$ cat src/rtl/pkt_rr_sched_if.sv
// pkt_rr_sched_if: bundles the per-source FIFO read ports, the output byte
// stream and the status signals of pkt_rr_sched.
//   master : scheduler side (pops sources, drives the output stream)
//   slave  : environment side (source FIFOs, consumer, status observer)
// Source i occupies src_data[8i+7:8i] and bit i of every N-wide vector.
interface pkt_rr_sched_if #(
  parameter int unsigned N  = 4,
  parameter int unsigned NW = 3
);
  logic [8*N-1:0] src_data;
  logic [N-1:0]   src_last;
  logic [N-1:0]   src_empty;
  logic [N-1:0]   src_rd_ena;
  logic [N-1:0]   src_mask;
  logic [7:0]     out_data;
  logic           out_last;
  logic           out_valid;
  logic           out_ready;
  logic           busy;
  logic [NW-1:0]  grant_id;
  logic           pkt_done;
  logic [NW-1:0]  pkt_src;

  modport master (
    input  src_data, src_last, src_empty, src_mask, out_ready,
    output src_rd_ena, out_data, out_last, out_valid, busy, grant_id, pkt_done, pkt_src
  );

  modport slave (
    output src_data, src_last, src_empty, src_mask, out_ready,
    input  src_rd_ena, out_data, out_last, out_valid, busy, grant_id, pkt_done, pkt_src
  );
endinterface

$ cat src/rtl/pkt_rr_sched.sv
// pkt_rr_sched: packet-granular round-robin scheduler. Drains up to N packet
// FIFOs into one registered byte stream without interleaving packets.
// Ports:
//   i_clk  : clock
//   i_rst  : asynchronous active-high reset
//   io_bus : pkt_rr_sched_if.master (source read ports, output stream, status)
module pkt_rr_sched #(
  parameter int unsigned N  = 4,
  parameter int unsigned NW = 3
) (
  input logic             i_clk,
  input logic             i_rst,
  pkt_rr_sched_if.master  io_bus
);

  localparam logic [0:0] StIdle = 1'b0;
  localparam logic [0:0] StXfer = 1'b1;

  logic [0:0]    r_state;
  logic [NW-1:0] r_grant;
  logic [7:0]    r_out_data;
  logic          r_out_last;
  logic          r_out_valid;
  logic [NW-1:0] r_pkt_src;

  logic [N-1:0]  w_req;
  logic [NW-1:0] w_pick;
  logic          w_found;
  logic [7:0]    w_head_data;
  logic          w_head_last;
  logic          w_head_empty;
  logic          w_pop;
  logic          w_done;
  logic [N-1:0]  w_rd_ena;

  assign w_req = ~io_bus.src_empty & io_bus.src_mask;

  // Round-robin search starting at grant+1, wrapping modulo N (not 2^NW) so
  // the grant index can never leave 0..N-1. off==N revisits the last grant.
  always_comb begin
    w_pick  = r_grant;
    w_found = 1'b0;
    for (int unsigned off = 1; off <= N; off++) begin
      for (int unsigned i = 0; i < N; i++) begin
        if (!w_found && w_req[i] && (i == (32'(r_grant) + off) % N)) begin
          w_pick  = NW'(i);
          w_found = 1'b1;
        end
      end
    end
  end

  // Head of the granted source.
  always_comb begin
    w_head_data  = '0;
    w_head_last  = 1'b0;
    w_head_empty = 1'b1;
    for (int unsigned i = 0; i < N; i++) begin
      if (r_grant == NW'(i)) begin
        w_head_data  = io_bus.src_data[8*i +: 8];
        w_head_last  = io_bus.src_last[i];
        w_head_empty = io_bus.src_empty[i];
      end
    end
  end

  // Pop whenever the output register is free or being drained this cycle.
  assign w_pop  = (r_state == StXfer) && !w_head_empty && (!r_out_valid || io_bus.out_ready);
  assign w_done = w_pop && w_head_last;

  always_comb begin
    w_rd_ena = '0;
    for (int unsigned i = 0; i < N; i++) begin
      w_rd_ena[i] = w_pop && (r_grant == NW'(i));
    end
  end

  always_ff @(posedge i_clk or posedge i_rst) begin
    if (i_rst) begin
      r_state <= StIdle;
      r_grant <= NW'(N - 1);
    end else if (r_state == StIdle) begin
      if (w_found) begin
        r_grant <= w_pick;
        r_state <= StXfer;
      end
    end else if (w_done) begin
      r_state <= StIdle;
    end
  end

  always_ff @(posedge i_clk or posedge i_rst) begin
    if (i_rst) begin
      r_out_data  <= '0;
      r_out_last  <= 1'b0;
      r_out_valid <= 1'b0;
    end else if (w_pop) begin
      r_out_data  <= w_head_data;
      r_out_last  <= w_head_last;
      r_out_valid <= 1'b1;
    end else if (r_out_valid && io_bus.out_ready) begin
      r_out_valid <= 1'b0;
    end
  end

  always_ff @(posedge i_clk or posedge i_rst) begin
    if (i_rst) begin
      r_pkt_src <= '0;
    end else if (w_done) begin
      r_pkt_src <= r_grant;
    end
  end

  assign io_bus.src_rd_ena = w_rd_ena;
  assign io_bus.out_data   = r_out_data;
  assign io_bus.out_last   = r_out_last;
  assign io_bus.out_valid  = r_out_valid;
  assign io_bus.busy       = (r_state == StXfer);
  assign io_bus.grant_id   = r_grant;
  assign io_bus.pkt_done   = w_done;
  // pkt_done is same-cycle as the pop, so pkt_src bypasses the register then.
  assign io_bus.pkt_src    = w_done ? r_grant : r_pkt_src;

endmodule

$ cat src/flat_wrapper.sv
// flat-port wrapper written by rule: the top's interface ports become plain ports
module pkt_rr_sched_flat 
#(
  parameter int unsigned N  = 4,
  parameter int unsigned NW = 3
)
  (i_clk, i_rst, io_bus_src_data, io_bus_src_last, io_bus_src_empty, io_bus_src_mask, io_bus_out_ready, io_bus_src_rd_ena, io_bus_out_data, io_bus_out_last, io_bus_out_valid, io_bus_busy, io_bus_grant_id, io_bus_pkt_done, io_bus_pkt_src);
  pkt_rr_sched_if #(.N(N), .NW(NW)) io_bus_i ();
  input logic i_clk;
  input logic i_rst;
  input wire logic [$bits(io_bus_i.src_data)-1:0] io_bus_src_data;
  input wire logic [$bits(io_bus_i.src_last)-1:0] io_bus_src_last;
  input wire logic [$bits(io_bus_i.src_empty)-1:0] io_bus_src_empty;
  input wire logic [$bits(io_bus_i.src_mask)-1:0] io_bus_src_mask;
  input wire logic [$bits(io_bus_i.out_ready)-1:0] io_bus_out_ready;
  output wire logic [$bits(io_bus_i.src_rd_ena)-1:0] io_bus_src_rd_ena;
  output wire logic [$bits(io_bus_i.out_data)-1:0] io_bus_out_data;
  output wire logic [$bits(io_bus_i.out_last)-1:0] io_bus_out_last;
  output wire logic [$bits(io_bus_i.out_valid)-1:0] io_bus_out_valid;
  output wire logic [$bits(io_bus_i.busy)-1:0] io_bus_busy;
  output wire logic [$bits(io_bus_i.grant_id)-1:0] io_bus_grant_id;
  output wire logic [$bits(io_bus_i.pkt_done)-1:0] io_bus_pkt_done;
  output wire logic [$bits(io_bus_i.pkt_src)-1:0] io_bus_pkt_src;
  assign io_bus_i.src_data = io_bus_src_data;
  assign io_bus_i.src_last = io_bus_src_last;
  assign io_bus_i.src_empty = io_bus_src_empty;
  assign io_bus_i.src_mask = io_bus_src_mask;
  assign io_bus_i.out_ready = io_bus_out_ready;
  assign io_bus_src_rd_ena = io_bus_i.src_rd_ena;
  assign io_bus_out_data = io_bus_i.out_data;
  assign io_bus_out_last = io_bus_i.out_last;
  assign io_bus_out_valid = io_bus_i.out_valid;
  assign io_bus_busy = io_bus_i.busy;
  assign io_bus_grant_id = io_bus_i.grant_id;
  assign io_bus_pkt_done = io_bus_i.pkt_done;
  assign io_bus_pkt_src = io_bus_i.pkt_src;
  pkt_rr_sched #(.N(N), .NW(NW)) u_core (.i_clk(i_clk), .i_rst(i_rst), .io_bus(io_bus_i));
endmodule
$ cat config.mk
export PLATFORM = sky130hd
export DESIGN_NAME = pkt_rr_sched_flat
export DESIGN_NICKNAME = d
export VERILOG_FILES = /design/src/rtl/pkt_rr_sched_if.sv /design/src/rtl/pkt_rr_sched.sv /design/src/flat_wrapper.sv
export SDC_FILE = /design/constraint.sdc
export NUM_CORES = 1
export LEC_CHECK = 0
export ABC_CLOCK_PERIOD_IN_PS = 2100
export CAP_MARGIN = 20
export CORE_AREA = 2 2 61 63
export DETAILED_ROUTE_END_ITERATION = 7
export DIE_AREA = 0 0 63 65
export GPL_TIMING_DRIVEN = 1
export HOLD_SLACK_MARGIN = 0.08
export PLACE_DENSITY = 0.73
export SETUP_SLACK_MARGIN = 0.3
export SLEW_MARGIN = 40
export SYNTH_ARGS = -nofsm -noshare
export SYNTH_HDL_FRONTEND = slang
export SYNTH_SLANG_ARGS = --single-unit
$ cat constraint.sdc
create_clock -name i_clk -period 2.1 [get_ports i_clk]
set_clock_uncertainty 0.1 [all_clocks]
set_input_delay 0.42 -clock i_clk [delete_from_list [all_inputs] [get_ports i_clk]]
set_output_delay 0.42 -clock i_clk [all_outputs]
set_load 0.005 [all_outputs]
* Word-level counts from Yosys, hierarchy flattened *
Index checks and enable logic that the tools add are counted.

word-level totals
  input port bits = 47
  logic and storage cells = 143
  register bits = 17

cells by class
  bitwise gates (word level) = 3
  equality and inequality tests = 15
  add/subtract/negate cells = 4
  muxes and demuxes = 50
  reduce and logical (&&, ||, !) cells = 65

operators by type and width
  operator             count
  $logic_not 32->1     4
  $mux 3               17
  $logic_and 1x1->1    39
  $mux 8               4
  $mux 1               29
  $logic_not 1->1      17
  $eq 2x2->1 const A   8
  $reduce_bool 16->1   1
  $eq 1x2->1 const A   4
  $eq 3x2->1 const B   2
  $add 2x1->2 const B  2
  $add 2x2->2 const B  2
  $and 4x4->4          1
  $not 4->4            1
  $eq 3x1->1 const B   1
  $logic_not 3->1      1
  $reduce_and 3->1     1
  $reduce_bool 2->1    1
  $logic_or 1x1->1     1
  $not 1->1            1

* Longest topological paths before layout *
Gate-level depths: netlist (run 1).

  depth after elaboration = 66
  gate-level depth with buffers = 7

* Worst setup path after synthesis (run 1) *
No wires, ideal clock.

  kind = register -> output
  from = register u_core.r_grant[1] (netlist: u_core.io_bus.grant_id[1])
  to = output port io_bus_pkt_src[0]
  required time = 1.580 ns
  setup slack = -0.120 ns
  cell stages (with the launch flop) = 8
  buffers on the path = 2
  arrival = 1.700 ns
  path through = dfstp_2 -> mux2i_1 -> mux2_2 -> nor2b_4 -> buf_6 -> and2_4 -> buf_6 -> mux2_4

on the way
  cells in the longest elaborated chain, start to end = 10
  elaborated cells on any way between the ends = 17

RTL lines
  item                            line                 RTL
  from (decl)                     pkt_rr_sched.sv:20   logic [NW-1:0] r_grant;
  from (signal assigned)          pkt_rr_sched.sv:81   r_grant <= NW'(N - 1);
  from (signal assigned)          pkt_rr_sched.sv:84   r_grant <= w_pick;
  $logic_not 3->1                 pkt_rr_sched.sv:59   if (r_grant == NW'(i)) begin
  $mux 1 (4 in a row)             pkt_rr_sched.sv:59
  $logic_not 1->1                 pkt_rr_sched.sv:68   assign w_pop = (r_state == StXfer) && !w_head_empty && (!r_out_valid || io_bus.out_ready);
  $logic_and 1x1->1 (2 in a row)  pkt_rr_sched.sv:68
  $logic_and 1x1->1 (*)           pkt_rr_sched.sv:69   assign w_done = w_pop && w_head_last;
  via io_bus_pkt_done             flat_wrapper.sv:22   output wire logic [$bits(io_bus_i.pkt_done)-1:0] io_bus_pkt_done;
  $mux 3 (*)                      pkt_rr_sched.sv:122  assign io_bus.pkt_src = w_done ? r_grant : r_pkt_src;
  to (decl)                       flat_wrapper.sv:23   output wire logic [$bits(io_bus_i.pkt_src)-1:0] io_bus_pkt_src;

Mark *: on every way through the listed nets, which the timed path passes. The rest lies on a longest branch.

* Final worst setup path (run 1) *
  from = register u_core.r_grant[0] (netlist: u_core.io_bus.grant_id[0])
  to = output port io_bus_pkt_src[0]

on the way
  cells in the longest elaborated chain, start to end = 10
  elaborated cells on any way between the ends = 17

RTL lines
  item                            line
  $logic_not 3->1                 pkt_rr_sched.sv:59
  $mux 1 (4 in a row)             pkt_rr_sched.sv:59
  $logic_not 1->1                 pkt_rr_sched.sv:68
  $logic_and 1x1->1 (2 in a row)  pkt_rr_sched.sv:68
  $logic_and 1x1->1               pkt_rr_sched.sv:69
  $mux 3 (*)                      pkt_rr_sched.sv:122

Mark *: on every way between the ends. The rest lies on a longest branch, timed or not.

==> flow_metrics.py, run 1 <==
metrics = {
    "placed_design": {
        "port_buffers": 67,
        "dp.cells": 210,
        "place_hpwl_um": 2470,
        "dp_slack_ps": -745,
        "gp_congestion": 0.744,
    },
    "floorplan": {
        "dieArea_mm2": 0.00410,
        "core_mm2": 0.00350,
        "num_io_pins": 69,
        "rows": 22,
        "die_y_um": 65,
        "chipWidth_um": 63,
        "initial_core_util": 0.300,
    },
    "pwr": {
        "seqPwrFrac": 0.192,
        "ir_drop_mv": 0.499,
        "switching_share": 0.316,
        "p_per_area_mw_per_mm2": 1280,
        "p_leak_nw": 1.06,
        "p_comb_frac": 0.740,
        "internal_power_mw": 2.05,
        "clkPwrFrac": 0.068,
        "p_switching_uw": 948,
        "finalPower_mw": 3.00,
    },
    "global_routing": {
        "grtUsageTotal": 0.188,
        "grt_max_degree": 17,
        "grt-ovfl-total": 0,
        "grt_pass1_vias": 1181,
        "grt_pass1_wl_um": 5910,
        "antenna_found_initial": 0,
    },
    "synth": {
        "synth_compound_area_frac": 0.0608,
        "synthDominantCellAreaShare": 0.334,
        "synth.avg_cell_area_um2": 12.2,
        "syn_area_mm2": 0.00105,
        "synth_xor_area_frac": 0,
        "netlist_instances": 86,
        "ys_seq_elements": 16,
        "synth_cell_types": 31,
        "synthArstFlopShare": 1.00,
        "synth_top_family_by_area": "multiplexers",
        "seq_area_frac_synth": 0.384,
        "synth_ff_type": "dfrtp_1",
        "ys_warn_count": 0,
        "yosysTopAreaCell": "dfrtp_1",
        "synth.area.mux_share": 0.359,
        "synth_area_leaders": "dfrtp_1, mux4_2, mux2_1",
        "syn-num-nets": 133,
        "yosys.area_share.simple": 0.137,
        "yosys.area_share.adder": 0,
        "synth_top_cells_by_count": "dfrtp_1, mux2_1, mux4_2, a21oi_1, nand2_1",
        "synth_edf_count": 0,
        "yosysMostFrequentCell": "dfrtp_1",
    },
    "timing": {
        "timing.final.ws_setup_ps": -543,
        "slew_violations": 0,
        "hold_viol": 0,
        "setup_viol": 8,
        "worst_pin_slew_ps": 621,
        "fmax_ghz": 0.378,
        "rsz0062_at_grt": "true",
        "max_slew_margin": 0.585,
        "finalCritPeriodShare": 1.26,
        "fin_crit_ps": 2640,
        "fin_tns_setup_ps": -2470,
    },
    "route": {
        "initialDrtViolationCount": 46,
        "drc_errors": 0,
        "wire_per_inst_um": 16.7,
        "drt_pass1_iterations": 4,
        "vias": 1181,
        "vias_per_cell": 4.86,
        "drt-total-wl_um": 4070,
        "postRouteAntennaNets": 0,
    },
    "worst_setup_path": {
        "reg2reg_to": "u_core.io_bus.out_data[0]",
        "crit_type": "reg -> out",
        "endpoint_kind": "output port",
        "start_kind": "flop",
        "crit_fanout": 4,
        "cpLargestDelayFamily": "multiplexers",
        "crit_path_frequent_cell": "buf_6",
        "r2r_start": "u_core.io_bus.grant_id[1]",
        "reg2reg_depth": 7,
        "critPathRequiredTime_ps": 1580,
        "cp_num_buf_inv": 2,
        "cp_data_arrival_time_ps": 2120,
        "crit_slowest_cell": "dfstp_2",
        "crit_chain": "mux4_2 -> and2_4 -> buf_6 -> mux2_4 -> buf_6",
        "r2r_slack_ps": 100,
        "cpPeakStageDelay_ps": 600,
    },
    "run_status": {
        "violations": "setup timing",
        "status": "finished with violations",
    },
    "clock_network": {
        "cts_tree": "yes",
        "clock_latency_ps": 280,
        "cts_made_buffers": 3,
        "cts.sinks": 16,
        "clk_path_buf_depth": 2,
        "ctsRootBufferMaster": "clkbuf_4",
        "cts.htree.levels": 1,
        "clk_pin_slew_worst_paths_ps": 100,
    },
    "final_layout": {
        "fillers": 283,
        "syn_to_final_growth_pct": 124,
        "seq_area_um2": 403,
        "diodes": 0,
        "nNetsFinal": 243,
        "final_cells": 243,
        "layout-drive-gt1-share": 0.482,
        "multiInputGateArea_um2": 717,
    },
    "worst_hold_path": {
        "hold_class": "in -> async",
    },
    "run": {
        "drv_cap": 0,
    },
}
stage by stage:
step / area [µm²] / utilization / hold slack [ps]
4_1_cts: 2160 / 0.617 / 397
2_1_floorplan: 1060 / - / 232
3_3_place_gp: 1850 / 0.530 / 368
6_report: 2350 / 0.671 / 409
5_1_grt: 2350 / 0.671 / 432
3_5_place_dp: 1850 / 0.530 / 375
placed cells by master, fill, tap and decap left out, types with 2 or more instances in the layout:
cell             instances
a21oi_1                  5
buf_12                   3
buf_2                    4
buf_4                   22
buf_6                   23
clkbuf_4                 3
clkdlybuf4s50_1         52
dfrtp_1                 14
dfstp_2                  2
dlygate4sd2_1            4
inv_1                    3
mux2_4                  13
mux2i_1                  2
mux4_2                   9
nand2_1                  4
nand2b_1                 2
nor2_1                   3
nor2b_1                  3
nor2b_4                  2
nor3_1                   3
repair_timing:
| action | CTS | global route |
|---|---|---|
| gates resized for setup | 68 | 34 |
| gates cloned | 1 | 0 |
| setup endpoints to repair | 23 | 25 |
| setup buffers | 15 | 13 |
| hold buffers | 0 | 0 |
| pin swaps | 4 | 8 |
worst max-delay path by stage:
stage / start / cells after the start / slack [ps] / end
6_report: u_core.io_bus.grant_id[0] / 5 / -540 / io_bus_pkt_src[0]
5_1_grt: u_core.io_bus.grant_id[1] / 7 / -610 / io_bus_pkt_src[0]
4_1_cts: u_core.io_bus.grant_id[0] / 5 / -520 / io_bus_pkt_src[0]
3_5_place_dp: io_bus_src_empty[3] / 7 / -750 / io_bus_pkt_src[0]
3_3_place_gp: io_bus_src_empty[1] / 7 / -690 / io_bus_pkt_src[0]
2_1_floorplan: u_core.io_bus.grant_id[1] / 7 / -120 / io_bus_pkt_src[0]
layer usage:
metal,global-route usage,share of wire
met1,0.215,0.39
met2,0.342,0.53
met3,0.0451,0.069
met4,0.0667,0.012
met5,0,0
final cells by class:
cell class	instances	share of cell area
Sequential cell	16	0.172
Multi-Input combinational cell	60	0.305
Tap cell	48	0.0256
Inverter	3	0.00480
Clock buffer	4	0.0155
Timing Repair Buffer	112	0.477
cell families after synthesis:
kind of cell           Yosys count
AO/OA/AOI/OAI                   10
buffers and inverters           10
flip-flops                      16
multiplexers                    24
other                            1
AND/OR/NAND/NOR                 25
sequential cells by signal, indices dropped and copies added (netlist names):
name                     count
u_core.io_bus.out_data       8
u_core.r_pkt_src             3
u_core.io_bus.grant_id       2
u_core.io_bus.busy           1
u_core.io_bus.out_last       1
u_core.io_bus.out_valid      1
power by group through the flow:
stage | registers [mW] | clock network, mW | logic (mW)
after floorplan | 0.567 | 0 | 0.677
after global placement | 0.553 | 0 | 1.27
after detailed placement | 0.557 | 0 | 1.30
after CTS | 0.563 | 0.208 | 1.81
after global routing | 0.595 | 0.225 | 2.34
final | 0.576 | 0.204 | 2.22
Note: power is estimated with default switching activity, not from simulation.
==> run 2, diff against run 1 <==
PLACE_DENSITY = 0.85   (was 0.73)
==> run 2 against run 1 <==
The run still ends with setup timing left; final cell count is 2.5% lower; sequential power hardly changed; fmax is 0.89% lower; wire length is 9.0% lower; critical endpoint unchanged.
==> flow_metrics.py, run 2 (synthesized netlist as in run 1, its figures left out) <==
metrics = {
    "pwr": {
        "seqPwrFrac": 0.204,
        "internal_power_mw": 1.92,
        "ir_drop_mv": 0.536,
        "clkPwrFrac": 0.071,
        "p_leak_nw": 1.01,
        "p_comb_frac": 0.724,
        "p_per_area_mw_per_mm2": 1230,
        "switching_share": 0.315,
        "p_switching_uw": 886,
        "finalPower_mw": 2.81,
    },
    "clock_network": {
        "cts_hold_buf": 0,
        "cts.sinks": 16,
        "ctsRootBufferMaster": "clkbuf_4",
        "clock_latency_ps": 280,
        "clk_path_buf_depth": 2,
        "clk_pin_slew_worst_paths_ps": 100,
        "cts_made_buffers": 3,
        "cts.htree.levels": 1,
        "cts_tree": "yes",
    },
    "global_routing": {
        "grtUsageTotal": 0.177,
        "use_met3": 0.0191,
        "grt_max_degree": 19,
        "grt_use_met1": 0.195,
        "busiest_layer": "met2",
        "antenna_found_initial": 0,
        "grt-ovfl-total": 0,
        "grt_pass1_vias": 1156,
        "grt_pass1_wl_um": 5610,
        "met2_usage": 0.358,
    },
    "floorplan": {
        "dieArea_mm2": 0.00410,
        "num_io_pins": 69,
        "die_y_um": 65,
        "chipWidth_um": 63,
        "rows": 22,
        "initial_core_util": 0.300,
        "core_mm2": 0.00350,
    },
    "placed_design": {
        "dp.cells": 207,
        "place_hpwl_um": 2380,
        "gp_congestion": 0.805,
        "port_buffers": 67,
    },
    "final_layout": {
        "final_cell_mix": "clkdlybuf4s50_1, buf_4, buf_6",
        "layout-drive-gt1-share": 0.481,
        "nNetsFinal": 237,
        "final_common_cell": "clkdlybuf4s50_1",
        "fillers": 282,
        "largest_reg_flops": 8,
        "syn_to_final_growth_pct": 117,
        "final_util": 0.652,
        "final_cells": 237,
        "diodes": 0,
    },
    "worst_setup_path": {
        "endpoint_kind": "output port",
        "cpPeakStageDelay_ps": 620,
        "crit_fanout": 4,
        "crit_chain": "buf_6 -> buf_6 -> mux4_2 -> and2_4 -> buf_6 -> mux2_4 -> buf_6",
        "start_kind": "flop",
        "crit_slowest_cell": "dfstp_2",
        "cp_data_arrival_time_ps": 2150,
        "crit_path_frequent_cell": "buf_6",
        "critPathRequiredTime_ps": 1580,
        "crit_type": "reg -> out",
    },
    "timing": {
        "rsz0062_at_grt": "true",
        "fin_crit_ps": 2670,
        "slew_violations": 0,
        "worst_pin_slew_ps": 634,
        "setup_viol": 4,
        "fin_tns_setup_ps": -2030,
        "finalCritPeriodShare": 1.27,
        "fmax_ghz": 0.375,
        "hold_viol": 0,
        "timing.final.ws_setup_ps": -567,
        "max_slew_margin": 0.577,
    },
    "run_status": {
        "violations": "setup timing",
        "status": "finished with violations",
    },
    "route": {
        "drc_errors": 0,
        "postRouteAntennaNets": 0,
        "initialDrtViolationCount": 22,
        "drt-total-wl_um": 3700,
        "vias": 1129,
        "vias_per_cell": 4.76,
        "wire_per_inst_um": 15.6,
        "drt_pass1_iterations": 4,
    },
    "worst_hold_path": {
        "hold_class": "reg -> reg",
    },
    "run": {
        "drv_cap": 0,
    },
}
## run 2: changes by cell type in the layout (fill, tap and decap cells not counted), moves of 2 or more
cell             change
nor3_2               +2
dlygate4sd2_1        -2
clkdlybuf4s50_1      +3
nor2b_2              +2
nor2b_1              -2
buf_6                -6
## run 2: path summary, 6_finish.rpt
| check | cells after the start | slack [ps] | from | to |
|---|---|---|---|---|
| worst max-delay path | 7 | -570 | u_core.io_bus.grant_id[1] | io_bus_pkt_src[0] |
| worst min-delay path | 1 | 390 | u_core.io_bus.out_last | u_core.io_bus.out_last |
| worst max register to register | 9 | 30 | u_core.io_bus.grant_id[1] | u_core.io_bus.busy |
| worst min register to register | 1 | 390 | u_core.io_bus.out_last | u_core.io_bus.out_last |
| max in group asynchronous | 2 | 1080 | i_rst | u_core.io_bus.out_data[1] |
| min in group asynchronous | 2 | 410 | i_rst | u_core.io_bus.out_last |
## run 2: stage by stage
stage	area [µm²]	setup slack (ps)	hold WS, ps
final	2280	-567	391
after global routing	2280	-646	415
after floorplan	1060	-118	232
after detailed placement	1830	-769	374
after global placement	1830	-700	368
after CTS	2060	-548	397
## run 2: layout make-up
class	count	area, µm²	area share
Timing Repair Buffer	106	1050	0.460
Multi-Input combinational cell	60	721	0.316
Sequential cell	16	403	0.177
Tap cell	48	60.1	0.0264
Clock buffer	4	36.3	0.0159
Inverter	3	11.3	0.00494
## run 2: critical path: cells and delay by family, from the launching register on
family	cells	cell delay, ps
simple gates	1	200
mux	2	610
buf+inv	4	440
flops	1	620
## run 2: repair_timing
item / in CTS / in global routing
pin swaps: 8 / 9
setup buffers: 12 / 14
resized for setup: 57 / 41
hold endpoints to repair: 0 / 0
endpoints found under the setup margin: 23 / 25
## run 2: routing by layer
| layer | wire length, µm | up-vias |
|---|---|---|
| met4 | 51 | 0 |
| met3 | 168 | 4 |
| li1 | - | 522 |
| met2 | 2110 | 37 |
| met5 | 0 | - |
| met1 | 1370 | 566 |
## run 2: power groups by stage
| stage | Clock (mW) | Combinational (mW) | Sequential, mW |
|---|---|---|---|
| floorplan | 0 | 0.677 | 0.567 |
| global placement | 0 | 1.25 | 0.557 |
| detailed placement | 0 | 1.29 | 0.566 |
| CTS | 0.209 | 1.61 | 0.567 |
| global route | 0.224 | 2.14 | 0.591 |
| finish | 0.200 | 2.03 | 0.574 |
